<file path="config.mk">
export PLATFORM = sky130hd
export DESIGN_NAME = cp0_exc_ctrl
export DESIGN_NICKNAME = d
export VERILOG_FILES = /design/src/rtl/cp0_exc_ctrl.sv
export SDC_FILE = /design/constraint.sdc
export NUM_CORES = 1
export LEC_CHECK = 0
export ABC_AREA = 1
export CAP_MARGIN = 20
export CORE_ASPECT_RATIO = 1.2
export CORE_MARGIN = 3
export CORE_UTILIZATION = 37
export CTS_CLUSTER_SIZE = 16
export DETAILED_ROUTE_END_ITERATION = 8
export PLACE_DENSITY = 0.9
export SLEW_MARGIN = 0
export SYNTH_ARGS = -nofsm -noshare
export SYNTH_HDL_FRONTEND = slang
export SYNTH_SLANG_ARGS = --single-unit
</file>
<file path="constraint.sdc">
create_clock -name clk -period 1.9 [get_ports clk]
set_clock_uncertainty 0.05 [all_clocks]
set_input_delay 0.19 -clock clk [delete_from_list [all_inputs] [get_ports clk]]
set_output_delay 0.19 -clock clk [all_outputs]
set_load 0.01 [all_outputs]
</file>
<file path="src/rtl/cp0_exc_ctrl.sv">
// cp0_exc_ctrl: CP0 STATUS/CAUSE/EPC owner with interrupt sync, exception priority and pipeline redirect.
module cp0_exc_ctrl #(
  parameter int          NUM_INT      = 6,
  parameter int          SYNC_STAGES  = 2,
  parameter logic [31:0] EXC_VECTOR   = 32'h0000_0008,
  parameter logic [31:0] STATUS_RESET = 32'h0000_0000
) (
  input  logic               clk,
  input  logic               rst,
  input  logic [NUM_INT-1:0] int_req,
  input  logic               id_eret,
  input  logic               id_syscall,
  input  logic               id_unknown,
  input  logic               exe_overflow,
  input  logic [31:0]        id_pc,
  input  logic [31:0]        exe_pc,
  input  logic               mtc0_we,
  input  logic [4:0]         mtc0_addr,
  input  logic [31:0]        mtc0_data,
  input  logic [4:0]         mfc0_addr,
  output logic [31:0]        mfc0_data,
  output logic [31:0]        status_out,
  output logic [31:0]        epc_out,
  output logic               redirect,
  output logic [31:0]        redirect_pc,
  output logic [4:0]         exc_code
);
  logic [NUM_INT-1:0] synced, ip, im;
  logic               ie, exl, int_fire, exc, eret_take, wr_status, wr_epc;
  logic [4:0]         code, cause_code;
  logic [31:0]        epc, cause_val;
  if (SYNC_STAGES == 0) begin : g_nosync
    assign synced = int_req;
  end else begin : g_sync
    logic [NUM_INT-1:0] chain [SYNC_STAGES];
    always_ff @(posedge clk or posedge rst) begin
      if (rst) begin
        for (int i = 0; i < SYNC_STAGES; i++) chain[i] <= '0;
      end else begin
        chain[0] <= int_req;
        for (int i = 1; i < SYNC_STAGES; i++) chain[i] <= chain[i-1];
      end
    end
    assign synced = chain[SYNC_STAGES-1];
  end
  always_comb begin
    int_fire    = ie & ~exl & |(ip & im);
    exc         = ~rst & (exe_overflow | id_unknown | id_syscall | int_fire);
    eret_take   = ~rst & id_eret & ~exc;
    code        = exe_overflow ? 5'd12 : id_unknown ? 5'd10 : id_syscall ? 5'd8 : 5'd0;
    redirect    = exc | eret_take;
    redirect_pc = eret_take ? epc : EXC_VECTOR;
    exc_code    = exc ? code : 5'd0;
    wr_status   = mtc0_we & (mtc0_addr == 5'd12);
    wr_epc      = mtc0_we & (mtc0_addr == 5'd14);
  end
  always_comb begin
    status_out               = '0;
    status_out[0]            = ie;
    status_out[1]            = exl;
    status_out[8+:NUM_INT]   = im;
    cause_val                = '0;
    cause_val[6:2]           = cause_code;
    cause_val[8+:NUM_INT]    = ip;
    epc_out                  = epc;
    mfc0_data                = mfc0_addr == 5'd12 ? status_out :
                               mfc0_addr == 5'd13 ? cause_val :
                               mfc0_addr == 5'd14 ? epc : 32'h0;
  end
  // Events override EXL/EPC; a simultaneous mtc0 still lands in IE/IM.
  always_ff @(posedge clk or posedge rst) begin
    if (rst) begin
      ie         <= STATUS_RESET[0];
      exl        <= STATUS_RESET[1];
      im         <= STATUS_RESET[8+:NUM_INT];
      ip         <= '0;
      cause_code <= '0;
      epc        <= '0;
    end else begin
      ie         <= wr_status ? mtc0_data[0] : ie;
      im         <= wr_status ? mtc0_data[8+:NUM_INT] : im;
      exl        <= exc ? 1'b1 : eret_take ? 1'b0 : wr_status ? mtc0_data[1] : exl;
      ip         <= synced;
      cause_code <= exc ? code : cause_code;
      epc        <= (exc & ~exl) ? (exe_overflow ? exe_pc : id_pc) : wr_epc ? mtc0_data : epc;
    end
  end
endmodule

</file>
## Word-level counts from Yosys, hierarchy flattened

Index checks and enable logic that the tools add are counted.
W data, S select, Z words.

| operators by class | value |
|---|---|
| eq/ne operators | 5 |
| multiplexer cells | 14 |
| bitwise operators | 16 |
| reduce and logical (&&, ||, !) cells | 3 |

Operators by type and width:

| cell | number |
|---|---|
| $mux W32 | 7 |
| $eq A5 B4 Y1 const B | 5 |
| $mux W4 | 4 |
| $and A1 B1 Y1 | 8 |
| $and A6 B6 Y6 | 1 |
| $reduce_or A6 Y1 | 1 |
| $or A1 B1 Y1 | 4 |
| $mux W1 | 3 |
| $not A1 Y1 | 3 |
| $reduce_bool A3 Y1 | 1 |
| $reduce_bool A2 Y1 | 1 |

| storage, ports and cells | value |
|---|---|
| bits in registers | 63 |
| output and inout port bits | 134 |
| logic and storage cells | 46 |

## Logic depth before layout (Yosys ltp)

| logic depth | value |
|---|---|
| depth after elaboration | 9 |
| mapped depth | 11 |
| mapped depth without buffers | 10 |

## Worst setup path after synthesis

No wires, ideal clock.

| timing | value |
|---|---|
| kind | in2out |
| from | in rst |
| to | out redirect_pc[3] |
| data arrival time | 1.704 ns |
| data required time | 1.660 ns |
| path slack | -0.044 ns |
| stages on the path | 4 |
| buffers on the path | 2 |
| cells stage by stage | inv_1 > buf_2 > buf_2 > nand4_1 |

| between the ends | value |
|---|---|
| longest elaborated chain between the ends | 5 |
| elaborated cells on any way between the ends | 6 |

RTL lines:

| what | RTL line | source |
|---|---|---|
| start: declaration | 9 | `input logic rst,` |
| $not A1 Y1 * | 48, 49 |  |
| $and A1 B1 Y1 | 48 | `exc = ~rst & (exe_overflow \| id_unknown \| id_syscall \| int_fire);` |
| $not A1 Y1 | 49 | `eret_take = ~rst & id_eret & ~exc;` |
| $and A1 B1 Y1 * | 49 |  |
| $mux W32 * | 52 | `redirect_pc = eret_take ? epc : EXC_VECTOR;` |
| end: declaration | 25 | `output logic [31:0] redirect_pc,` |

Mark *: on every way between the ends. The rest lies on a longest branch, timed or not.

## Final worst setup path

| timing | value |
|---|---|
| from | reg im[5] |
| to | out redirect_pc[26] |

| between the ends | value |
|---|---|
| longest elaborated chain between the ends | 8 |

RTL lines:

| what | RTL line | source |
|---|---|---|
| start: declaration | 28 | `logic [NUM_INT-1:0] synced, ip, im;` |
| start signal: assignment | 75 | `im <= STATUS_RESET[8+:NUM_INT];` |
| start signal: assignment | 81 | `im <= wr_status ? mtc0_data[8+:NUM_INT] : im;` |
| $and A6 B6 Y6 | 47 | `int_fire = ie & ~exl & \|(ip & im);` |
| $reduce_or A6 Y1 | 47 |  |
| $and A1 B1 Y1 | 47 |  |
| $or A1 B1 Y1 | 48 |  |
| $and A1 B1 Y1 | 48 |  |
| $not A1 Y1 | 49 |  |
| $and A1 B1 Y1 | 49 |  |
| $mux W32 | 52 |  |

No other way between the ends.

==> flow_metrics.py <==
metrics = {
    "status": {
        "status": "finished, violations left",
        "violations": "negative setup slack",
    },
    "die": {
        "ios": 253,
        "dieArea_sq_um": 11900,
        "fp.dieW_um": 100,
        "die-height_um": 119,
        "core_sq_um": 10200,
        "start_util_pct": 38.6,
        "num_rows": 40,
    },
    "cts": {
        "path_clk_slew_ns": 0.06,
        "clk_path_buf_depth": 2,
        "cts_max_level": 3,
        "insertion_delay_ns": 0.31,
        "cts_buffers": 9,
        "cts_tree": "built",
        "root_buffer": "clkbuf_16",
        "cts_sinks": 61,
        "cts_hold_buf": 0,
    },
    "power": {
        "pwr_density_cell_nw_per_um2": 789,
        "finalPower_mw": 5.15,
        "seq_power_share_pct": 33.9,
        "p_sw_mw": 1.61,
        "p_leak_nw": 3.41,
        "intPower_mw": 3.55,
        "clkPwrFrac_pct": 32.8,
        "switching_share_pct": 31.2,
        "comb_power_share_pct": 33.3,
        "ir_drop_v": 0.000465,
    },
    "synthesis": {
        "synth_top_family_by_area": "simple AND/OR/NAND/NOR gates",
        "synth_ff_type": "dfrtp_1",
        "ys_types": 23,
        "synth_xor_xnor_area_share_pct": 0,
        "yosys.area.top_type": "dfrtp_1",
        "synth_compound_area_share_pct": 2.62,
        "synth.mux.area_fraction_pct": 8.17,
        "yosysWarnings": 0,
        "synth_adder_area_share_pct": 0,
        "synthTopCellsByCount": "182 x nand2_1, 61 x dfrtp_1, 61 x nor2_1, 39 x inv_1, 34 x nand4_1",
        "ys_ff_latch": 61,
        "synth_seq_area_share_pct": 38.9,
        "async_flop_share_pct": 100,
        "synth.most_common_cell": "nand2_1",
        "yosys.area_share.simple_pct": 35.3,
        "syn_area_sq_um": 3920,
        "synth.top_cells.by_area": "dfrtp_1 39%, nand2_1 17%, mux2i_1 8.2%",
        "synth_area_per_cell_sq_um": 7.37,
        "synth_edf_count": 0,
        "synth_top_area_share_pct": 38.9,
        "syn_inst": 532,
    },
    "cells_and_area": {
        "multiInputGateArea_sq_um": 1970,
        "seq_area_sq_um": 1530,
        "layout.nets": 889,
        "drive_gt1_share_pct": 16.6,
        "area_growth_pct": 66.7,
        "antennaDiodeCount": 0,
        "final_cells": 901,
        "finalCoreUtilization_pct": 64.3,
        "n_fill_cell": 848,
    },
    "detailed_routing": {
        "drc": 0,
        "vias": 4373,
        "viasPerCell": 4.85,
        "post_drt_wl_per_cell_um": 15.5,
        "firstDrtPassIters": 5,
        "drtAntennaViolNets": 0,
        "initialDrtViolationCount": 162,
        "drt-total-wl_um": 14000,
    },
    "grt": {
        "antenna_found_initial": 0,
        "grt_pass1_wl_um": 21300,
        "grt_overflow": 0,
        "grt_pass1_vias": 4317,
        "grt_max_degree": 52,
        "track_usage_pct": 22.5,
    },
    "sta": {
        "slew_viol_final": 0,
        "worst_slew_pin_slew_ns": 0.598,
        "timing.final.crit_share_pct": 107,
        "period_minus_slack_ns": 2.04,
        "rsz0062_at_grt": "yes",
        "finalSetupViolCount": 35,
        "slew-limit-headroom_pct": 60.1,
        "final-hold-violation-count": 0,
        "setup_tns_ns": -3.35,
        "fmax_mhz": 490,
        "worst_slack_ns": -0.139,
    },
    "worst_setup_path": {
        "ff2ff_path_depth": 12,
        "cp-start-kind": "flip-flop",
        "max_stage_delay_ns": 0.39,
        "path_common_cell": "nand2_1",
        "required_ns": 1.66,
        "cp_slowest_cell": "dfrtp_1",
        "path_class": "flip-flop to output port",
        "cp.arrival_ns": 1.80,
        "worstPathMaxFanout": 22,
        "r2r-start": "im[5]",
        "r2r_setup_slack_ns": 0.02,
        "crit_chain": "nand2_1 > nand2_1 > nor2_2 > nand2_1 > nand2_2 > nand2_4 > nand2_4 > nand3_4 > buf_12 > nor2_1 > buf_2",
        "end_kind": "output port",
        "r2r_end": "epc_out[26]",
    },
    "placed_design": {
        "dp.cells": 879,
        "port_buffers": 226,
        "hpwl_um": 10500,
        "gp_congestion": 0.764,
    },
    "worst_hold_path": {
        "hp-class": "input pin to asynchronous set/reset pin",
    },
    "run": {
        "maxCapViolations": 0,
    },
}
==> stage by stage <==
step                setup slack, ns  instance area (sq um)  hold slack (ns)
global placement             -0.277                   6290            0.282
global route                 -0.234                   6540            0.242
detailed placement           -0.353                   6290            0.285
floorplan                     0.329                   4020            0.171
CTS                          -0.112                   6460            0.242
finish                       -0.139                   6540            0.261
==> worst max path at each step <==
stage | from | endpoint | slack [ns]
floorplan | im[5] | redirect_pc[0] | 0.33
global placement | id_unknown | redirect_pc[16] | -0.28
detailed placement | id_unknown | redirect_pc[11] | -0.35
CTS | im[5] | redirect_pc[22] | -0.11
global route | im[5] | redirect_pc[14] | -0.23
finish | im[5] | redirect_pc[26] | -0.14
==> cell families (layout without fill, tap and decap cells) <==
| kind of cell | Yosys count | count (layout) |
|---|---|---|
| AOI/OAI and AO/OA | 17 | 17 |
| buffers and inverters | 103 | 321 |
| and+or+nand+nor | 318 | 318 |
| muxes | 32 | 32 |
| DFF | 61 | 61 |
| other | 1 | 26 |
==> critical path: cells and delay by family, from the launching register on <==
kind | cells | cell delay (ns)
simple gates | 9 | 0.76
flops | 1 | 0.39
buf+inv | 2 | 0.31
==> power by group through the flow <==
stage,Clock (mW),Sequential (mW),Combinational (mW)
after floorplan,0,1.82,0.660
after global placement,0,1.76,1.69
after detailed placement,0,1.77,1.73
after CTS,1.72,1.75,1.70
after global routing,1.79,1.78,1.86
final,1.69,1.75,1.71
==> layer usage <==
| layer | vias up | wire (um) | share of wire [%] | track usage, % |
|---|---|---|---|---|
| li1 | 2120 | - | - | - |
| met1 | 2000 | 5360 | 38 | 27.1 |
| met2 | 227 | 7260 | 52 | 39.9 |
| met3 | 26 | 1070 | 7.6 | 3.42 |
| met4 | 0 | 320 | 2.3 | 8.28 |
| met5 | - | 0 | 0 | 0 |
==> registers in the layout, indices dropped and copies added (netlist names) <==
register	flops
synced	6
cause_code	3
epc_out	32
g_sync.chain	6
im	6
exl	1
ie	1
ip	6
==> layout by cell type (no fill, tap or decap), drive strengths merged <==
cell type and instances:
dlymetal6s2s 2, nand3 35, nor3 1, bufinv 1
clkdlybuf4s15 10, buf 77, nand2 184, dfrtp 61
dlygate4sd2 17, nand4 35, clkdlybuf4s50 156, clkbuf 12
o211ai 6, nor2 62, conb 26, inv 42
o21ai 9, nor3b 1, mux2i 32, clkinv 4
o22ai 2
==> timing repair <==
action | CTS | global route
gates cloned | 1 | 0
resized for setup | 213 | 19
buffers inserted | 3 | 4
setup endpoints to repair | 67 | 85
pin swaps | 1 | 3
==> cell type report <==
type                    instances  area share, %
multi-input cells             393           30.1
clock inverters                 5          0.996
flip-flops and latches         61           23.4
repair buffers                263           36.8
inverters                      42           2.47
well taps                     126           2.41
clock buffers                  11           3.87
(Power assumes the default switching activity.)
